<file path="src/rtl/spi_master_gen.sv">
// Parametrised SPI master: shifts out {slave-ID, address, data} MSB first with
// selectable CPOL/CPHA, runtime half-period divider and decoded chip selects.
module spi_master_gen #(
  parameter int ID_W   = 8,
  parameter int ADDR_W = 8,
  parameter int DATA_W = 8,
  parameter int NUM_SS = 4,
  parameter int CS_W   = 2,
  parameter int DIV_W  = 10,
  parameter logic [ID_W-1:0] SLAVE_IDW = ID_W'(8'hff),
  parameter logic [ID_W-1:0] SLAVE_IDR = ID_W'(8'h00)
) (
  input  logic              clock,
  input  logic              reset,
  input  logic              start,
  input  logic              wr,
  input  logic [CS_W-1:0]   cs_sel,
  input  logic [1:0]        mode,
  input  logic [DIV_W-1:0]  div,
  input  logic [ADDR_W-1:0] addr,
  input  logic [DATA_W-1:0] wdata,
  output logic [DATA_W-1:0] rdata,
  output logic              busy,
  output logic              done,
  output logic [NUM_SS-1:0] ss,
  output logic              sclk,
  output logic              mosi,
  input  logic              miso
);

  localparam int F  = ID_W + ADDR_W + DATA_W;
  localparam int EW = $clog2(2 * F + 1);

  typedef enum logic [2:0] {IDLE, LEAD, XFER, TRAIL, GUARD} state_t;

  state_t            state;
  logic [DIV_W-1:0]  cnt;
  logic [DIV_W-1:0]  div_q;
  logic [EW-1:0]     edge_cnt;
  logic [F-1:0]      tx;
  logic [DATA_W-1:0] rx;
  logic              cpha_q;
  logic              wr_q;

  logic [F-1:0]      frame;
  logic [NUM_SS-1:0] ss_dec;
  logic [EW-1:0]     next_edge;
  logic              wrap;
  logic              last_edge;
  logic              sample_now;
  logic              shift_now;

  // Frame assembly and chip-select decode from the live inputs, used only at accept.
  always_comb begin
    frame  = wr ? {SLAVE_IDW, addr, wdata} : {SLAVE_IDR, addr, {DATA_W{1'b0}}};
    ss_dec = '1;
    for (int i = 0; i < NUM_SS; i++) begin
      if (int'(cs_sel) == i) ss_dec[i] = 1'b0;
    end
  end

  // next_edge is the number of the sclk edge produced by the current wrap.
  always_comb begin
    wrap       = (cnt == div_q);
    next_edge  = edge_cnt + 1'b1;
    last_edge  = (next_edge == EW'(2 * F));
    sample_now = cpha_q ? ~next_edge[0] : next_edge[0];
    shift_now  = cpha_q ? next_edge[0] : ~next_edge[0];
  end

  always_ff @(posedge clock) begin
    if (reset) begin
      state    <= IDLE;
      cnt      <= '0;
      div_q    <= '0;
      edge_cnt <= '0;
      tx       <= '0;
      rx       <= '0;
      cpha_q   <= 1'b0;
      wr_q     <= 1'b0;
      rdata    <= '0;
      busy     <= 1'b0;
      done     <= 1'b0;
      ss       <= '1;
      sclk     <= 1'b0;
      mosi     <= 1'b0;
    end else begin
      done <= 1'b0;
      case (state)
        IDLE: begin
          if (start) begin
            div_q    <= div;
            cnt      <= '0;
            edge_cnt <= '0;
            cpha_q   <= mode[0];
            wr_q     <= wr;
            sclk     <= mode[1];
            ss       <= ss_dec;
            busy     <= 1'b1;
            state    <= LEAD;
            // CPHA=0 presents the first bit immediately, so tx already holds the rest.
            if (mode[0]) begin
              tx   <= frame;
              mosi <= 1'b0;
            end else begin
              tx   <= frame << 1;
              mosi <= frame[F-1];
            end
          end
        end
        LEAD: begin
          if (wrap) begin
            cnt   <= '0;
            state <= XFER;
          end else begin
            cnt <= cnt + 1'b1;
          end
        end
        XFER: begin
          if (wrap) begin
            cnt      <= '0;
            sclk     <= ~sclk;
            edge_cnt <= next_edge;
            if (sample_now) rx <= DATA_W'({rx, miso});
            if (last_edge) begin
              mosi  <= 1'b0;
              state <= TRAIL;
            end else if (shift_now) begin
              mosi <= tx[F-1];
              tx   <= tx << 1;
            end
          end else begin
            cnt <= cnt + 1'b1;
          end
        end
        TRAIL: begin
          if (wrap) begin
            cnt   <= '0;
            ss    <= '1;
            state <= GUARD;
          end else begin
            cnt <= cnt + 1'b1;
          end
        end
        GUARD: begin
          if (wrap) begin
            cnt   <= '0;
            busy  <= 1'b0;
            done  <= 1'b1;
            state <= IDLE;
            if (!wr_q) rdata <= rx;
          end else begin
            cnt <= cnt + 1'b1;
          end
        end
        default: state <= IDLE;
      endcase
    end
  end

endmodule

</file>
<file path="config.mk">
export PLATFORM = sky130hd
export DESIGN_NAME = spi_master_gen
export DESIGN_NICKNAME = d
export VERILOG_FILES = /design/src/rtl/spi_master_gen.sv
export SDC_FILE = /design/constraint.sdc
export NUM_CORES = 1
export LEC_CHECK = 0
export ABC_AREA = 1
export BUFFER_PORTS_ARGS = -buffer_cell sky130_fd_sc_hd__buf_2
export CORE_MARGIN = 2
export CORE_UTILIZATION = 45
export DETAILED_ROUTE_END_ITERATION = 7
export GPL_ROUTABILITY_DRIVEN = 0
export PLACE_DENSITY = 0.67
export SYNTH_ARGS = -nofsm -noshare
export SYNTH_HDL_FRONTEND = slang
export SYNTH_SLANG_ARGS = --single-unit
</file>
<file path="constraint.sdc">
create_clock -name clock -period 2.2 [get_ports clock]
set_clock_uncertainty 0.1 [all_clocks]
set_input_delay 0.22 -clock clock [delete_from_list [all_inputs] [get_ports clock]]
set_output_delay 0.22 -clock clock [all_outputs]
set_load 0.01 [all_outputs]
</file>
After elaboration in Yosys (flattened, before gate mapping)

Cells that the tools add are included.

Memories kept: 0
Output and inout bits: 16
Bits in read-only memories: 0
Bits in registers: 79
Memory bits (writable): 0
Latch bits: 0

Reductions and logical operators: 18
Shifts and indexed selects: 0
Eq/ne operators: 18
Multiplexer cells: 42
Div/mod/pow operators: 0
$add $sub $neg: 2
Order comparisons: 0
$mul: 0
Bitwise gates (word level): 4

Operators with widths:

| kind                                                 | count |
|---|---|
| two-way mux 24 bit                                   | 6 |
| one-hot mux 24 bit (2 select lines)                  | 1 |
| two-way mux 10 bit                                   | 2 |
| one-hot mux 10 bit (2 select lines)                  | 1 |
| two-way mux 3 bit                                    | 6 |
| two-way mux 1 bit                                    | 16 |
| != test 2 bit (second input constant)                | 8 |
| one-hot mux 3 bit (5 select lines)                   | 1 |
| AND reduction 3 bit                                  | 5 |
| two-way mux 6 bit                                    | 2 |
| one-hot mux 6 bit (2 select lines)                   | 1 |
| adder 10 x 1 -> 10 bit (second input constant)       | 1 |
| equality test 10 bit                                 | 1 |
| two-way mux 4 bit                                    | 2 |
| one-hot mux 4 bit (2 select lines)                   | 1 |
| nonzero test 2 bit                                   | 4 |
| adder 6 x 1 -> 6 bit (second input constant)         | 1 |
| equality test 3 x 2 -> 1 bit (second input constant) | 2 |
| equality test 6 bit (second input constant)          | 1 |
| one-hot mux 1 bit (2 select lines)                   | 3 |
| AND reduction 6 bit                                  | 1 |
| AND reduction 5 bit                                  | 1 |
| equality test 2 bit (second input constant)          | 2 |
| NOT 1 bit                                            | 4 |
| other kinds (10)                                     | 11 |

Depth between registers and ports, before layout

Gate-level depths: netlist (run 1).

Depth in word-level cells: 7
Gate-level depth with buffers: 14
Depth with buffers taken out: 12

Worst setup path before layout (run 1)

Ideal clock, no wire load.

Path type: reg2reg
Start point: register edge_cnt[0]
End point: register tx[10]
Path slack: 0.400 ns
Buffers on the path: 2
Clock period less this slack: 1.800 ns
Stages on the path, launching flop included: 15
Data required time: 1.987 ns
Arrival: 1.587 ns
Path through: dfxtp_1 > ha_1 > nand2_1 > inv_1 > nand3_1 > nand2_1 > nand3_1 > nor2_1 > nor2_2 > nand4_2 > buf_6 > buf_6 > nand2_1 > nand2_1 > nor2_1

Word-level cells in the longest chain between the ends: 5
Elaborated cells on any way between the ends: 7
Those cells by class: add/sub (1); eq/ne (3); mux (1); bitwise (1); reduce/logical (1)

Ends and longest elaborated chain:

| item                                                        | line | source |
|---|---|---|
| start, declared                                             | 39   | `logic [EW-1:0] edge_cnt;` |
| start signal, assigned                                      | 123  | `edge_cnt <= next_edge;` |
| adder 6 x 1 -> 6 bit (*)                                    | 65   | `next_edge = edge_cnt + 1'b1;` |
| branches (longest 3 deep; another with equality test 6 bit) | n/a  |  |
| AND reduction 5 bit (no source line) (*)                    | n/a  |  |
| end signal, assigned                                        | 103  | `tx <= frame;` |
| end signal, assigned                                        | 106  | `tx <= frame << 1;` |
| end signal, assigned                                        | 130  | `tx <= tx << 1;` |
| end, declared                                               | 40   | `logic [F-1:0] tx;` |

Every way passes the cells marked *.
A chain may end at the register's enable or synchronous reset.

Final worst setup path (run 1)

Start point: register edge_cnt[0]
End point: register tx[21]

The elaborated chain is that of the path after synthesis.

==> run metrics, run 1 <==
final hold vios 0; Comb pwr share 39.5%; share of layout cells above drive strength 1 15.4%; Final Critical Period 2.03 ns; H-tree levels 3; max_slew headroom 67.7%; crit path launch edge_cnt[0]$_SDFFE_PP0P_; Worst EP arrival 2.17 ns; Reg power frac 37.5%; hold path cells 3; drt drc 0; launching point of the worst reg2reg path edge_cnt[0]$_SDFFE_PP0P_; Syn Std Cell Area 3920 um^2; postcts setup bufs 0; Synth top area share 40.4%; row cnt 34; clock latency at the later pin of the worst-skew pair 0.35 ns; CTS resizes 0; Pint 3.26 mW; Async SR Flop Fraction 0%; setup TNS 0 ns; largest fanout on the critical path 23; RR Endpoint tx[21]$_SDFFE_PP0P_; First-pass DRT Iterations 4; Cells after Synth 596; Net Count, Synth 633; Critical Path End Type flop; cell at the root of the clock tree clkbuf_8; actual slew at the worst max-slew pin 0.485 ns; pwr dens 1190 nW/um^2; reg2reg path depth 12; routed wire length 8860 um; gr usage total 18.8%; die height 97.3 um; Synth area leader dfxtp_1; Post-CTS Hold Fix Bufs 0; CTS max path bufs 2; CTS buffer count 9; Detailed Place HPWL 5960 um; Post-synth EDFFs 0; Final ANT Viol Nets 0; 1st-iter DRT viols 166; crit path kind reg2reg; Synth top cells by count 149 x nand2_1, 83 x nor2_1, 79 x dfxtp_1; worst hold path class in2reg; PortBufs 50; fill count 865; most numerous cell in the Yosys netlist nand2_1; period utilisation layout 92.2%; Synth Register Bits 79; final net count 676; switching pwr 2.12 mW; uppermost routed layer met4; per-cell routed wire length 11.8 um; met2 wire len 4280 um; reg2reg setup slack 0.17 ns; drt via density 4.98; Starting Density 45.6%; placed standard-cell area 4240 um^2; CTS sink cnt 79; met3 routed WL 273 um; Seq/Total Area, Yosys 40.4%; top area cells in the synthesized netlist dfxtp_1 40%, nand2_1 14%, nor2_1 8.0%; Final Max Tran Viols 0; status completed; vias post-DR 3747; number of global-route vias before repair 3423; WP data required 2.34 ns; Chip Width 97.3 um; diode count 0; largest net degree at the start of global routing 48; Final Setup Violations 0; Yosys cell types 34; Fmax 493 MHz; Synth Flop Type dfxtp_1; sw frac 39.4%; initial antenna violation count 0; hold worst-path end ss[0]$_SDFFE_PP1P_; CTS tree built; Critical Path Source Type flop; post-route cell area 4500 um^2; GR Overflow Total 0; first-pass GRT wire length 15000 um; die area 9470 um^2; Metal-1 WL 4230 um; P_leak 2.06 nW; Clk pwr share 23.1%; core area 8590 um^2; IO Count 51; max-cap viol count 0; synth-to-layout area growth 14.8%; clk slew on worst S/H paths 0.08 ns; post-synthesis average cell area 6.58 um^2; YS warnings 0; unrepaired setup endpoints after global routing false; min-delay src cs_sel[1]; worst vdd rail ir drop 0.549 mV
==> cells by family (layout without fill, tap and decap cells) <==
group                    Yosys count  in the layout  share of synthesized area [%]
AO/OA/AOI/OAI                    127            127                           17.6
XOR/XNOR                           1              1                          0.224
adder cells (fa/ha/maj)            2              2                          0.638
buffers and inverters            104            152                           11.0
flip-flops                        79             79                           40.4
AND/OR/NAND/NOR                  283            283                           30.2
==> cell usage in the layout (no fill, tap or decap), drive strengths merged <==
master | synthesis | layout
o21bai | 3 | 3
a211oi | 1 | 1
nor2 | 91 | 91
bufinv | 0 | 2
nor3 | 10 | 10
clkinv | 1 | 4
inv | 78 | 78
nand3 | 25 | 25
a31oi | 8 | 8
dfxtp | 79 | 79
clkbuf | 16 | 11
nor3b | 1 | 1
xor2 | 1 | 1
o31ai | 2 | 2
clkinvlp | 0 | 1
o21ai | 57 | 57
nand4 | 4 | 4
o211ai | 7 | 7
and2 | 2 | 2
a21oi | 48 | 48
nand2 | 150 | 150
buf | 9 | 56
o22ai | 1 | 1
ha | 2 | 2
==> metal layers <==
layer,track usage [%],vias to the layer above
li1,-,1988
met1,24.3,1694
met2,32.4,57
met3,3.67,8
met4,5.13,0
met5,0,-
==> stage by stage <==
stage / hold slack [ns] / setup WS (ns) / power [mW] / util (%) / cells
2_1_floorplan: 0.255 / 0.400 / 3.65 / - / 596
3_3_place_gp: 0.340 / 0.286 / 3.98 / 49.4 / 735
3_5_place_dp: 0.344 / 0.217 / 4.05 / 49.4 / 735
4_1_cts: 0.0353 / 0.195 / 5.30 / 52.1 / 751
5_1_grt: 0.0700 / 0.00815 / 5.85 / 52.4 / 752
6_report: 0.0373 / 0.173 / 5.38 / 52.4 / 752
==> worst max-delay path, stage by stage, from the launching register on <==
cell	delay, ns
dfxtp_1	0.36
ha_1	0.22
nand2_1	0.12
inv_1	0.08
nand3_1	0.11
nand2_1	0.06
nand3_1	0.08
nor2_1	0.06
nor2_2	0.11
nand4_2	0.17
clkbuf_16	0.25
nor2_1	0.12
nor2_1	0.06
==> registers in the layout, indices dropped and copies added (netlist names), 3 cells and up <==
name and count:
cnt 10, div_q 10, edge_cnt 6, rdata 8, rx 8, ss 4
state 3, tx 24
==> how the worst max path moves through the flow <==
stage / endpoint / slack (ns) / depth (start not counted)
global placement: tx[8]$_SDFFE_PP0P_ / 0.29 / 12
global route: mosi$_SDFFE_PP0P_ / 0.008 / 12
detailed placement: tx[8]$_SDFFE_PP0P_ / 0.22 / 12
CTS: tx[8]$_SDFFE_PP0P_ / 0.20 / 12
finish: tx[21]$_SDFFE_PP0P_ / 0.17 / 12
floorplan: tx[10]$_SDFFE_PP0P_ / 0.40 / 14
==> power groups by stage <==
stage	Combinational (mW)	Clock, mW	Sequential [mW]
after CTS	2.03	1.26	2.01
after global placement	1.96	0	2.03
after global routing	2.48	1.32	2.06
final	2.12	1.24	2.01
after detailed placement	2.01	0	2.04
after floorplan	1.63	0	2.02
==> final cells by class <==
cell class / count / area, um^2 / area share (%)
inverter: 79 / 297 / 6.59
tap: 108 / 135 / 3.00
clock buffer: 10 / 138 / 3.06
sequential: 79 / 1580 / 35.1
multi-input combinational: 413 / 1910 / 42.5
clock inverter: 6 / 93.8 / 2.09
timing repair buffer: 57 / 345 / 7.67
(Power assumes the default switching activity.)
==> inputs of run 2 (changes only) <==
- CORE_MARGIN: 2 -> 10
- PLACE_DENSITY: 0.67 -> unset
==> run 2 against run 1 <==
- sequential cell count did not move
- die area rose by 36%
- first-iteration DRC count rose by 48%
==> run metrics, run 2 (synthesized netlist as in run 1, its figures left out) <==
status completed; core area 8340 um^2 (-2.9%); launching point of the worst reg2reg path edge_cnt[0]$_SDFFE_PP0P_; 1st-iter DRT viols 245 (+48%); Pint 3.39 mW (+3.9%); routed wire length 9160 um (+3.3%); crit path max-delay cell type dfxtp_2; diode count 0 (unchanged); Critical Path Source Type flop; max-cap viol count 0 (unchanged); reg2reg setup slack 0.24 ns (+0.07 ns); setup TNS 0 ns (unchanged); crit path launch edge_cnt[0]$_SDFFE_PP0P_; FF+latch area 1580 um^2 (+0.16%); DP Cell Count 735 (unchanged); Chip Width 113 um (+16%); Post-CTS Hold Fix Bufs 0 (unchanged); CTS buffer count 9 (unchanged); worst vdd rail ir drop 0.550 mV (+0.20%); P_leak 2.08 nW (+1.1%); unrepaired setup endpoints after global routing false; CTS tree built; WP data required 2.39 ns (+0.05 ns); Clk pwr share 24.5% (+1.4 points); first-pass GRT wire length 15400 um (+2.5%); Reg power frac 36.7% (-0.8 points); final net count 679 (+0.44%); Final Max Tran Viols 0 (unchanged); Comb pwr share 38.8% (-0.7 points); Largest regs tx (24), cnt (10), div_q (10); row cnt 33 (-2.9%); switching pwr 2.09 mW (-1.3%); Critical Path End Type flop; max_slew headroom 66.8% (-0.86 points); Fmax 511 MHz (+3.6%); final core occ 54.4% (+2.1 points); die area 12800 um^2 (+36%); CTS sink cnt 79 (unchanged); largest net degree at the start of global routing 48 (unchanged); initial antenna violation count 0 (unchanged); commonest non-fill, non-tap cells in the layout 148 x nand2_1, 83 x nor2_1, 77 x dfxtp_1; Final ANT Viol Nets 0 (unchanged); clock latency at the later pin of the worst-skew pair 0.35 ns (about the same); PortBufs 50 (unchanged); sw frac 38.1% (-1.2 points); gr usage total 14.1% (-4.8 points); Worst EP arrival 2.15 ns (-0.02 ns); Detailed Place HPWL 6490 um (+8.8%); cells along the critical path ha_1 > nand2_2 > inv_1 > nand3_1 > nand2_1 > nand3_1 > nor2_1 > nor2_2 > nand4_4 > buf_12 > and2_1 > nor2_1; number of global-route vias before repair 3435 (+0.35%); footprint of the multi-input gates 1920 um^2 (+0.46%); clk slew on worst S/H paths 0.08 ns (about the same); worst hold path class in2reg; actual slew at the worst max-slew pin 0.497 ns (+0.0129 ns); Largest Register tx; reg2reg path depth 12 (unchanged); share of layout cells above drive strength 1 16.1% (+0.70 points); synth-to-layout area growth 15.9%; Final Critical Period 1.96 ns (-0.0700 ns); period utilisation layout 89.0% (-3.2 points); Starting Density 47.0% (+1.4 points); per-cell routed wire length 12.2 um (+3.3%); cell at the root of the clock tree clkbuf_8; Final Setup Violations 0 (unchanged); max reg flops 24 (unchanged); final hold vios 0 (unchanged); CP endpoint tx[8]$_SDFFE_PP0P_; vias post-DR 3708 (-1.0%); most common cell after layout, fill and taps aside nand2_1; GR Overflow Total 0 (unchanged); H-tree levels 3 (unchanged); CP peak stage delay 0.35 ns (about the same); fill count 838 (-3.1%); RR Endpoint tx[8]$_SDFFE_PP0P_; largest fanout on the critical path 24 (+4.3%); pwr dens 1210 nW/um^2 (+0.96%); drt drc 0 (unchanged); IO Count 51 (unchanged); die height 113 um (+16%); First-pass DRT Iterations 4 (unchanged); final std cells w/o fill 752 (unchanged); crit path kind reg2reg; drt via density 4.93 (-1.0%); CTS max path bufs 2 (unchanged)
run 2: per-stage QoR:
step	power [mW]	cell area [um^2]	hold WS, ns	worst slack (ns)
final	5.48	4540	0.0238	0.243
after global routing	5.97	4540	0.0424	0.0145
after CTS	5.42	4500	0.00987	0.188
after detailed placement	4.06	4250	0.342	0.205
after global placement	4.01	4250	0.343	0.279
after floorplan	3.65	3920	0.255	0.400
run 2: critical path, delay by kind of cell (launching register included):
family | cells | cell delay [ns]
flip-flops | 1 | 0.35
adder cells (fa/ha/maj) | 1 | 0.22
buffers and inverters | 2 | 0.27
AND/OR/NAND/NOR | 9 | 0.95
run 2: area by class of cell:
type / count / area share [%]
clock buffer: 10 / 3.03
clock inverter: 6 / 2.56
inverter: 79 / 6.53
multi-input combinational: 413 / 42.3
sequential: 79 / 34.9
tap: 105 / 2.89
timing repair buffer: 60 / 7.83
run 2: worst min-delay path by stage:
stage / from / endpoint / slack, ns / depth (start not counted)
after detailed placement: ss[1]$_SDFFE_PP1P_ / ss[1]$_SDFFE_PP1P_ / 0.34 / 2
final: cs_sel[1] / ss[0]$_SDFFE_PP1P_ / 0.02 / 3
after global routing: cs_sel[1] / ss[0]$_SDFFE_PP1P_ / 0.04 / 3
after global placement: rx[7]$_SDFFE_PP0P_ / rx[7]$_SDFFE_PP0P_ / 0.34 / 2
after CTS: cs_sel[1] / ss[0]$_SDFFE_PP1P_ / 0.01 / 3
after floorplan: cs_sel[1] / ss[0]$_SDFFE_PP1P_ / 0.25 / 2
run 2: repair_timing:
action                     4_1_cts  5_1_grt
setup endpoints to repair        0       24
gates resized for setup          0        4
buffers inserted                 0        0
run 2: layer usage:
layer / up-vias / global-route usage (%) / routed length, um
met5: - / 0 / 0
met4: 0 / 5.50 / 111
met1: 1670 / 17.3 / 4400
met2: 46 / 22.7 / 4300
met3: 9 / 3.96 / 339
li1: 1983 / - / -
run 2: power by group through the flow:
stage	Combinational [mW]	Sequential [mW]	Clock (mW)
2_1_floorplan	1.63	2.02	0
3_3_place_gp	1.98	2.03	0
3_5_place_dp	2.02	2.04	0
4_1_cts	2.03	2.01	1.38
5_1_grt	2.49	2.06	1.43
6_report	2.12	2.01	1.34
